## config.mk

```make
export PLATFORM = sky130hd
export DESIGN_NAME = m9k_load_sequencer
export DESIGN_NICKNAME = d
export VERILOG_FILES = /design/src/rtl/m9k_load_sequencer.sv
export SDC_FILE = /design/constraint.sdc
export NUM_CORES = 1
export LEC_CHECK = 0
export CORE_UTILIZATION = 47
export CTS_CLUSTER_DIAMETER = 200
export CTS_CLUSTER_SIZE = 30
export DETAILED_ROUTE_END_ITERATION = 16
export HOLD_SLACK_MARGIN = 0.03
export PLACE_DENSITY_LB_ADDON = 0.3
export SLEW_MARGIN = 20
export SYNTH_ARGS = -nofsm -noshare
export SYNTH_HDL_FRONTEND = slang
export SYNTH_SLANG_ARGS = --single-unit
```

## constraint.sdc

```tcl
create_clock -name CLOCK_50 -period 3.3 [get_ports CLOCK_50]
set_clock_uncertainty 0.15 [all_clocks]
set_input_delay 0.495 -clock CLOCK_50 [delete_from_list [all_inputs] [get_ports CLOCK_50]]
set_output_delay 0.495 -clock CLOCK_50 [all_outputs]
set_load 0.01 [all_outputs]
```

## src/rtl/m9k_load_sequencer.sv

```systemverilog
// Purpose : fills one 512x16 M9K buffer from SDRAM, one outstanding word read at a time.
// Latency : start->req 1 cycle; ack->WR 1 cycle; ack->next req 2 cycles; last WR->done 2 cycles.
// Backpr. : read request is held (address stable) until the SDRAM controller acks it.
//
// Ports:
//   CLOCK_50, RESET_N            clock, asynchronous active-low reset
//   start, abort, base_addr      control: begin a load at base_addr / cancel it
//   sdram_rd_req/addr/ack/data   SDRAM read port (req held until one-cycle ack)
//   WR, wr_address_word/data     M9K buffer write port
//   busy, done, loaded, checksum status towards the datapath
// Build option: define M9K_LOAD_CHECKSUM_EN to accumulate a 16-bit sum of loaded words;
// when undefined checksum reads constant zero and no adder exists.
module m9k_load_sequencer #(
  parameter int WORDS    = 512,
  parameter int SDRAM_AW = 22
) (
  input  logic                CLOCK_50,
  input  logic                RESET_N,
  input  logic                start,
  input  logic                abort,
  input  logic [SDRAM_AW-1:0] base_addr,
  output logic                sdram_rd_req,
  output logic [SDRAM_AW-1:0] sdram_rd_addr,
  input  logic                sdram_rd_ack,
  input  logic [15:0]         sdram_rd_data,
  output logic                WR,
  output logic [8:0]          wr_address_word,
  output logic [15:0]         wr_data_word,
  output logic                busy,
  output logic                done,
  output logic                loaded,
  output logic [15:0]         checksum
);

  typedef enum logic [1:0] {S_IDLE, S_REQ, S_WRITE, S_DONE} state_e;

  localparam logic [8:0] LAST_IDX = 9'(WORDS - 1);

  state_e              state_q, state_d;
  logic [8:0]          cnt_q, cnt_d;
  logic                req_q, req_d;
  logic [SDRAM_AW-1:0] addr_q, addr_d;
  logic                wr_q, wr_d;
  logic [8:0]          wa_q, wa_d;
  logic [15:0]         wd_q, wd_d;
  logic                busy_q, busy_d;
  logic                done_q, done_d;
  logic                loaded_q, loaded_d;

  always_ff @(posedge CLOCK_50 or negedge RESET_N) begin
    if (!RESET_N) state_q <= S_IDLE;
    else          state_q <= state_d;
  end

  always_comb begin
    state_d  = state_q;
    cnt_d    = cnt_q;
    req_d    = req_q;
    addr_d   = addr_q;
    wr_d     = 1'b0;
    wa_d     = wa_q;
    wd_d     = wd_q;
    busy_d   = busy_q;
    done_d   = 1'b0;
    loaded_d = loaded_q;

    case (state_q)
      S_IDLE: begin
        // abort outranks a same-cycle start and invalidates the buffer
        if (abort) begin
          loaded_d = 1'b0;
        end else if (start) begin
          addr_d   = base_addr;
          cnt_d    = '0;
          loaded_d = 1'b0;
          busy_d   = 1'b1;
          req_d    = 1'b1;
          state_d  = S_REQ;
        end
      end
      S_REQ: begin
        if (sdram_rd_ack) begin
          wd_d    = sdram_rd_data;
          wa_d    = cnt_q;
          wr_d    = 1'b1;
          req_d   = 1'b0;
          state_d = S_WRITE;
        end
      end
      S_WRITE: begin
        if (cnt_q == LAST_IDX) begin
          state_d = S_DONE;
        end else begin
          cnt_d   = cnt_q + 9'd1;
          // address tracks base+counter and wraps at the SDRAM address width
          addr_d  = addr_q + SDRAM_AW'(1);
          req_d   = 1'b1;
          state_d = S_REQ;
        end
      end
      S_DONE: begin
        done_d   = 1'b1;
        loaded_d = 1'b1;
        busy_d   = 1'b0;
        state_d  = S_IDLE;
      end
      default: state_d = S_IDLE;
    endcase

    // Abort in any active state: drop everything, suppress capture/write/done.
    if (abort && state_q != S_IDLE) begin
      state_d  = S_IDLE;
      cnt_d    = cnt_q;
      addr_d   = addr_q;
      req_d    = 1'b0;
      wr_d     = 1'b0;
      wa_d     = wa_q;
      wd_d     = wd_q;
      busy_d   = 1'b0;
      done_d   = 1'b0;
      loaded_d = 1'b0;
    end
  end

  always_ff @(posedge CLOCK_50 or negedge RESET_N) begin
    if (!RESET_N) begin
      cnt_q    <= '0;
      req_q    <= 1'b0;
      addr_q   <= '0;
      wr_q     <= 1'b0;
      wa_q     <= '0;
      wd_q     <= '0;
      busy_q   <= 1'b0;
      done_q   <= 1'b0;
      loaded_q <= 1'b0;
    end else begin
      cnt_q    <= cnt_d;
      req_q    <= req_d;
      addr_q   <= addr_d;
      wr_q     <= wr_d;
      wa_q     <= wa_d;
      wd_q     <= wd_d;
      busy_q   <= busy_d;
      done_q   <= done_d;
      loaded_q <= loaded_d;
    end
  end

`ifdef M9K_LOAD_CHECKSUM_EN
  logic [15:0] csum_q, csum_d;

  // Sum is taken in the WRITE cycle from the registered write data, so the
  // final value is complete by the time done pulses.
  always_comb begin
    csum_d = csum_q;
    if (abort)                          csum_d = '0;
    else if (state_q == S_IDLE && start) csum_d = '0;
    else if (state_q == S_WRITE)        csum_d = csum_q + wd_q;
  end

  always_ff @(posedge CLOCK_50 or negedge RESET_N) begin
    if (!RESET_N) csum_q <= '0;
    else          csum_q <= csum_d;
  end

  assign checksum = csum_q;
`else
  assign checksum = 16'h0000;
`endif

  assign sdram_rd_req    = req_q;
  assign sdram_rd_addr   = addr_q;
  assign WR              = wr_q;
  assign wr_address_word = wa_q;
  assign wr_data_word    = wd_q;
  assign busy            = busy_q;
  assign done            = done_q;
  assign loaded          = loaded_q;

endmodule

```

==> flow_summary.ini, run 1 <==
[logic_synthesis]
synth_most_common_cell = dfrtp_1
synthFlopType = dfrtp_1
netlist_instances = 334
ys_seq_area_share_pct = 45.62
yosys.area.top_type = dfrtp_1
async_flop_share_pct = 100.0
ys_ff_latch = 63
synth.top_cell.area_share_pct = 45.62
avgSynthCellArea_um2 = 10.35
yosysWarnings = 0
ys_top_cells_by_area = dfrtp_1, mux2_2, buf_4
synth_cell_types = 44
syn_area_um2 = 3456
yosys-top-cells-count = dfrtp_1, nand2_1, mux2_2
synth-edff-count = 0

[clock_tree]
clock_latency_ns = 0.33
cts_sinks = 63
cts_root_buf = clkbuf_8
cts_setup_buffers = 0
hold_buffers = 0
numCtsBuffers = 9
cts_tree = yes
htree_levels = 3
ctsResizeCount = 0
ctsLongestPathBuffers = 2
clk_pin_slew_ns = 0.07

[floorplanning]
die_area_um2 = 7700
design.core.area_um2 = 6944
placementRows = 30
boundaryPins = 111
initial_core_util_pct = 49.77
die_y_um = 87.75
die_x_um = 87.75

[power_and_ir_drop]
power.density_nw_per_um2 = 790.8
ir_worst_vdd_mv = 0.3689
power_leakage_uw = 0.001949

[setup_path]
slowest_stage = a221o_1
crit_path_end_kind = register
setup.worst_path.start = cnt_q[0]
cp-start-kind = register
arrival_ns = 2.77
crit_path_frequent_cell = ha_1
worstPathMaxFanout = 17
required_ns = 3.37
max_stage_delay_ns = 0.56
cp_cell_sequence = ha_1 -> nand3_1 -> nor2_1 -> and3_1 -> ha_1 -> a221o_1 -> buf_4 -> a21oi_1 -> o22a_1
r2r_start = cnt_q[0]
path_class = reg2reg

[routing]
firstDrtPassIters = 4
vias = 2772
drc = 0
routed_wl_um = 7342
via_per_inst = 5.280
antenna_left = 0
wire_per_inst_um = 13.98
drt_iter0_markers = 152

[place]
preCtsSetupSlack_ns = 0.6196
dp_hpwl_um = 5157
port_buffers = 94
dp.cells = 509
place.gp.congestion = 0.7983

[cells_and_area]
final_cells = 525
num-nets-final = 475
antenna_cells = 0
syn2layout_area_growth_pct = 30.92
fin_util_pct = 65.15
layout-drive-gt1-share_pct = 15.38

[sta]
max_freq_ghz = 0.3713
hold_viol_final = 0
setup_tns_ns = 0
setup_violations = 0
layout_min_cycle_time_ns = 2.693
holdWs_ns = 0.1744
setup_slack_ns = 0.6070
worstMarginPinSlew_ns = 0.7971
fin_crit_sh_pct = 81.60
slew-limit-headroom_pct = 46.86
rsz0062_at_grt = false
slew_violations = 0

[grt]
grt_pass1_wl_um = 11730
grt_pass1_vias = 2469
grtUsageTotal_pct = 19.76
grt_max_degree = 64
grt_antenna_before_repair = 0
gr-total-overflow = 0

[run_status]
status = completed

[run]
max-cap-violations = 0

[min_path]
min_path_type = in2async
-- area by class of cell --
cell class | instances | area (um^2)
Clock inverter | 3 | 17.52
Multi-Input combinational cell | 242 | 1640
Timing Repair Buffer | 100 | 980.9
Inverter | 8 | 30.03
Fill cell | 580 | 2420
Sequential cell | 63 | 1577
Clock buffer | 13 | 158.9
Tap cell | 96 | 120.1
-- critical path, delay by kind of cell (launching register included) --
family                     cells  cell delay (ns)
AOI/OAI and AO/OA              3             0.81
and+or+nand+nor                3             0.47
buffers and inverters          1             0.29
adders and majority gates      2             0.45
DFF                            1             0.40
-- flip-flops by register name, summed over array words and instances (netlist names) --
register	cells
sdram_rd_addr	22
wr_data_word	16
cnt_q	9
wr_address_word	9
state_q	2
WR	1
busy	1
done	1
loaded	1
sdram_rd_req	1
-- cell families (layout without fill, tap and decap cells) --
family | after synthesis | count (layout) | synth area share [%]
AOI/OAI and AO/OA | 75 | 75 | 15.06
adders and majority gates | 8 | 8 | 2.897
buffers and inverters | 44 | 124 | 8.616
DFF | 63 | 63 | 45.62
muxes | 38 | 38 | 11.98
other | 1 | 16 | 0.1085
and+or+nand+nor | 105 | 105 | 15.71
-- power by group --
part           leakage [uW]  internal [uW]  switching, uW
clock network     0.0000894            312            287
registers          0.000776           1050            270
logic               0.00108            912            745
-- placed cells by master, fill, tap and decap left out, types with 3 or more instances in the layout --
master,Yosys,final
ha_1,8,7
o22ai_1,16,16
mux2i_1,11,11
a22o_1,6,6
nand3_1,20,20
nand2b_1,4,4
a2bb2oi_2,3,3
mux2_2,27,27
buf_4,22,6
dfrtp_1,63,63
clkdlybuf4s50_1,0,93
a21oi_2,5,5
and3_1,10,10
a21oi_1,21,21
clkbuf_8,1,11
conb_1,1,16
nor2_1,12,12
nand2_1,34,34
o21ai_0,12,12
inv_1,8,8
nand4_1,9,9
a31oi_1,3,3
-- metal layers --
metal / vias to the layer above / wire [um] / global-route usage, %
li1: 1354 / - / -
met1: 1328 / 3334 / 27.05
met2: 79 / 3582 / 30.66
met3: 11 / 266 / 2.733
met4: 0 / 160 / 10.13
met5: - / 0 / 0
-- worst paths after layout --
path	cells past startpoint	slack (ns)	end
max reg2reg	9	0.61	sdram_rd_addr[8]
max	9	0.61	sdram_rd_addr[8]
max in group asynchronous	2	2.30	loaded
min reg2reg	1	0.35	wr_data_word[14]
min	2	0.17	sdram_rd_addr[12]
min in group CLOCK_50	1	0.35	wr_data_word[14]
-- stage by stage --
| step | power, uW | instance area [um^2] |
|---|---|---|
| after floorplan | 2284 | 3512 |
| after global placement | 2949 | 4348 |
| after detailed placement | 2997 | 4348 |
| after CTS | 3599 | 4524 |
| after global routing | 3814 | 4524 |
| final | 3578 | 4524 |
No activity file was read; power rests on OpenSTA's default activity.
==> run 2, diff against run 1 <==
==> constraint.sdc (replaced) <==
create_clock -name CLOCK_50 -period 2.5 [get_ports CLOCK_50]
set_clock_uncertainty 0.15 [all_clocks]
set_input_delay 0.375 -clock CLOCK_50 [delete_from_list [all_inputs] [get_ports CLOCK_50]]
set_output_delay 0.375 -clock CLOCK_50 [all_outputs]
set_load 0.01 [all_outputs]
==> run 2 against run 1 <==
Net effect:
- worst setup slack worse by 0.51 ns
- sequential cell count unchanged
- critical path type unchanged
- sequential share of layout area down 1.5 points
- die area unchanged
- global-route usage up 1.5 points
- clock power up 29%
- utilization up 2.9 points
- final area up 4.5%
- largest power group unchanged
==> flow_summary.ini, run 2 (same netlist as run 1, synthesis figures left out) <==
[sta]
max_freq_ghz = 0.4169
setup_violations = 0
layout_min_cycle_time_ns = 2.399
slew_violations = 0
slew-limit-headroom_pct = 63.92
holdWs_ns = 0.3547
worstMarginPinSlew_ns = 0.5412
fin_crit_sh_pct = 95.95
hold_viol_final = 0

[cells_and_area]
stdcell_area_um2 = 4727
multi_input_area_um2 = 1649
syn2layout_area_growth_pct = 36.78
layout-drive-gt1-share_pct = 18.78
final_common_cell = clkdlybuf4s50_1
seqCellArea_um2 = 1577
final_cell_mix = clkdlybuf4s50_1, dfrtp_1, nand2_1, mux2_2, a21oi_1
num-nets-final = 488
largest_reg_flops = 22
fin_util_pct = 68.07
antenna_cells = 0
nFillCells = 550
final_cells = 538

[floorplanning]
die_y_um = 87.75
placementRows = 30
boundaryPins = 111
die_area_um2 = 7700
die_x_um = 87.75
initial_core_util_pct = 49.77
design.core.area_um2 = 6944

[routing]
via_per_inst = 5.333
routed_wl_um = 7846
firstDrtPassIters = 4
route.met3.wl_um = 348
wire_per_inst_um = 14.58
wl_met1_um = 3432
drt_iter0_markers = 141
met2WireLength_um = 3958
top_layer = met4
antenna_left = 0
drc = 0
vias = 2869

[clock_tree]
cts_root_buf = clkbuf_8
htree_levels = 3
numCtsBuffers = 9
clk_pin_slew_ns = 0.08
ctsLongestPathBuffers = 2
cts_sinks = 63
cts_tree = yes
clock_latency_ns = 0.34

[grt]
grt_antenna_before_repair = 0
grt_pass1_vias = 2715
grt_pass1_wl_um = 12720
gr-total-overflow = 0
grtUsageTotal_pct = 21.23
grt_max_degree = 41

[setup_path]
crit_path_frequent_cell = nor2_1
required_ns = 2.63
path_class = reg2reg
cp-start-kind = register
max_stage_delay_ns = 0.50
worstPathMaxFanout = 14
critical_path_buf_inv_count = 1
crit_path_end_kind = register
arrival_ns = 2.53
cp_cell_sequence = ha_1 -> nand3_2 -> nor2_1 -> and3_1 -> ha_2 -> a221o_2 -> buf_12 -> a21oi_1 -> nor2_1 -> a21oi_2
slowest_stage = a221o_2
critical-path-top-delay-family = compound AO/OA/AOI/OAI gates

[power_and_ir_drop]
ir_worst_vdd_mv = 0.4961
power.density_nw_per_um2 = 1027
power_leakage_uw = 0.002040

[place]
port_buffers = 94
placed_cell_area_um2 = 4443
dp_hpwl_um = 5392
place.gp.congestion = 0.7907
dp.cells = 515

[run]
max-cap-violations = 0

[min_path]
min_path_type = reg2reg

[run_status]
status = completed
==> run 2: cell types whose count changed in the layout (fill, tap and decap cells not counted), moves of 2 or more <==
cell,previous run,this run
buf_12,0,4
buf_4,6,11
clkbuf_1,2,0
clkbuf_8,11,9
clkinv_4,0,2
clkinvlp_4,1,3
==> run 2: layout make-up <==
class	count	share of cell area (%)
inverters	8	0.6353
well taps	96	2.541
clock inverters	7	1.059
flip-flops and latches	63	33.35
clock buffers	9	2.620
repair buffers	113	24.91
multi-input cells	242	34.89
==> run 2: through the flow <==
stage | worst slack (ns) | setup TNS, ns | power [uW]
after floorplan | 0.1559 | 0 | 3014
after detailed placement | -0.01225 | -0.01225 | 4016
after global routing | -0.06823 | -0.2828 | 5195
after CTS | 0.001193 | 0 | 4844
final | 0.1012 | 0 | 4856
after global placement | 0.08873 | 0 | 3960
==> run 2: what timing repair did <==
item	CTS	global route
buffers inserted	0	4
cloned	1	1
resized for setup	1	3
pin swaps	0	1
endpoints found under the setup margin	4	27
hold endpoints to repair	19	0
hold buffers	1	0
==> run 2: metal layers <==
| layer | track usage, % | vias up |
|---|---|---|
| met2 | 36.08 | 76 |
| met4 | 8.346 | 0 |
| met1 | 27.43 | 1405 |
| met3 | 2.922 | 8 |
| li1 | - | 1380 |
| met5 | 0 | - |
==> run 2: path summary, 6_finish.rpt <==
kind	endpoint	cells past startpoint	startpoint	slack, ns
hold / removal	wr_data_word[11]	1	wr_data_word[11]	0.35
setup reg to reg	sdram_rd_addr[5]	10	cnt_q[0]	0.10
max in group asynchronous	sdram_rd_addr[8]	3	RESET_N	1.14
hold reg to reg	wr_data_word[11]	1	wr_data_word[11]	0.35
setup / recovery	sdram_rd_addr[5]	10	cnt_q[0]	0.10
min in group asynchronous	sdram_rd_addr[11]	2	RESET_N	0.39
==> run 2: where the power goes <==
| part | total [uW] | switching (uW) | internal (uW) | leakage (uW) |
|---|---|---|---|---|
| clock | 773 | 415 | 358 | 0.0000812 |
| sequential | 1740 | 354 | 1390 | 0.000776 |
| combinational | 2340 | 1020 | 1330 | 0.00118 |
==> run 3, diff against run 2 <==
--- a/config.mk
+++ b/config.mk
@@ -10,7 +10,7 @@
 export CTS_CLUSTER_SIZE = 30
 export DETAILED_ROUTE_END_ITERATION = 16
 export HOLD_SLACK_MARGIN = 0.03
-export PLACE_DENSITY_LB_ADDON = 0.3
+export PLACE_DENSITY = 0.85
 export SLEW_MARGIN = 20
 export SYNTH_ARGS = -nofsm -noshare
 export SYNTH_HDL_FRONTEND = slang
==> run 3 against run 2 <==
Net effect:
- critical path depth did not move
- global-route usage up 0.92 points
- sequential cell count did not move
- register-to-register slack gained 0.02 ns
- fmax rose by 0.70%
- sequential power is essentially flat
- final cell count down 0.19%
- hold slack improved by 0.0013 ns
- utilization increased by 0.11 points
- sequential share of layout area decreased by 0.053 points
- worst setup slack improved by 0.017 ns
==> flow_summary.ini, run 3 (same netlist as run 1, synthesis figures left out) <==
[power_and_ir_drop]
ir_worst_vdd_mv = 0.5493
power_leakage_uw = 0.002039
power.density_nw_per_um2 = 1054

[cells_and_area]
num-nets-final = 487
layout-drive-gt1-share_pct = 18.37
stdcell_area_um2 = 4735
final_common_cell = clkdlybuf4s50_1
final_cell_mix = clkdlybuf4s50_1, dfrtp_1, nand2_1, mux2_2, a21oi_1
syn2layout_area_growth_pct = 37.00
largest_reg_flops = 22
antenna_cells = 0

[setup_path]
crit_path_end_kind = register
setup.worst_path.start = cnt_q[0]
path_class = reg2reg
cp-start-kind = register
r2r_start = cnt_q[0]
worstPathMaxFanout = 8
arrival_ns = 2.45
required_ns = 2.57

[grt]
grt_pass1_wl_um = 12980
grt_pass1_vias = 2705
grtUsageTotal_pct = 22.15
grt_max_degree = 64
grt_antenna_before_repair = 0
gr-total-overflow = 0

[sta]
slew_violations = 0
rsz0062_at_grt = false
slew-limit-headroom_pct = 64.89
layout_min_cycle_time_ns = 2.382
max_freq_ghz = 0.4198
worstMarginPinSlew_ns = 0.5251
fin_crit_sh_pct = 95.29
setup_slack_ns = 0.1178
hold_viol_final = 0
setup_violations = 0

[routing]
via_per_inst = 5.460
firstDrtPassIters = 4
antenna_left = 0
wire_per_inst_um = 15.36
drt_iter0_markers = 249
drc = 0
vias = 2932
routed_wl_um = 8249

[clock_tree]
clock_latency_ns = 0.34
clk_pin_slew_ns = 0.07
cts_sinks = 63
htree_levels = 3
ctsLongestPathBuffers = 2
cts_root_buf = clkbuf_8
numCtsBuffers = 9
cts_tree = yes

[place]
preCtsSetupSlack_ns = -0.01361
place.gp.congestion = 0.8404
port_buffers = 94
dp_hpwl_um = 5453
placed_cell_area_um2 = 4436

[floorplanning]
die_area_um2 = 7700
placementRows = 30
design.core.area_um2 = 6944
initial_core_util_pct = 49.77
boundaryPins = 111
die_x_um = 87.75
die_y_um = 87.75

[run_status]
status = completed

[min_path]
min_from = wr_address_word[5]
min_path_type = reg2reg

[run]
max-cap-violations = 0
[run 3: layout make-up]
type | count | area [um^2]
clock buffers | 10 | 127.6
clock inverters | 6 | 61.31
fillers | 525 | 2210
inverters | 8 | 30.03
multi-input cells | 243 | 1662
flip-flops and latches | 63 | 1577
well taps | 96 | 120.1
repair buffers | 111 | 1157
[run 3: metal layers]
layer | vias to the layer above | part of all wire, % | track usage [%]
met1 | 1406 | 43 | 29.12
met3 | 15 | 5.1 | 3.770
met4 | 0 | 1.8 | 10.58
li1 | 1388 | - | -
met2 | 123 | 50 | 35.66
met5 | - | 0 | 0
[run 3: metrics by stage]
step                      TNS (ns)  util [%]  instances  total power [uW]  hold slack [ns]
after CTS                        0     67.23        532              4943           0.3606
after global routing             0     68.18        537              5294           0.3692
final                            0     68.18        537              4990           0.3559
after global placement           0     63.87        514              3943           0.2614
after detailed placement  -0.01361     63.87        514              4020           0.2658
after floorplan                  0         -        349              3014         -0.07059
[run 3: report_power, final]
part / leakage (uW) / switching (uW) / internal (uW)
registers: 0.000776 / 371 / 1390
logic: 0.00117 / 1040 / 1310
clock network: 0.0000960 / 415 / 457
total: 0.00204 / 1830 / 3160
[run 3: path summary, 6_finish.rpt]
path	slack [ns]	cells after the start	to
worst min-delay path	0.36	1	wr_address_word[5]
min in group asynchronous	0.41	3	wr_data_word[14]
max in group asynchronous	1.48	3	cnt_q[0]
worst max-delay path	0.12	10	sdram_rd_addr[16]
worst max register to register	0.12	10	sdram_rd_addr[16]
worst min register to register	0.36	1	wr_address_word[5]
[run 3: critical path: stages (launching register included)]
cell	delay [ns]
dfrtp_1	0.38
ha_2	0.21
nand3_2	0.09
nor2_1	0.07
and3_1	0.19
ha_2	0.22
a221oi_4	0.43
buf_12	0.17
nand4_1	0.10
mux2i_1	0.16
a21oi_1	0.08
[run 3: timing repair]
action / CTS / global route
pin swaps: 0 / 2
buffers inserted: 0 / 3
setup endpoints to repair: 6 / 29
gates cloned: 1 / 2
endpoints found under the hold margin: 63 / 0
resized for setup: 1 / 5
hold buffers: 1 / 0
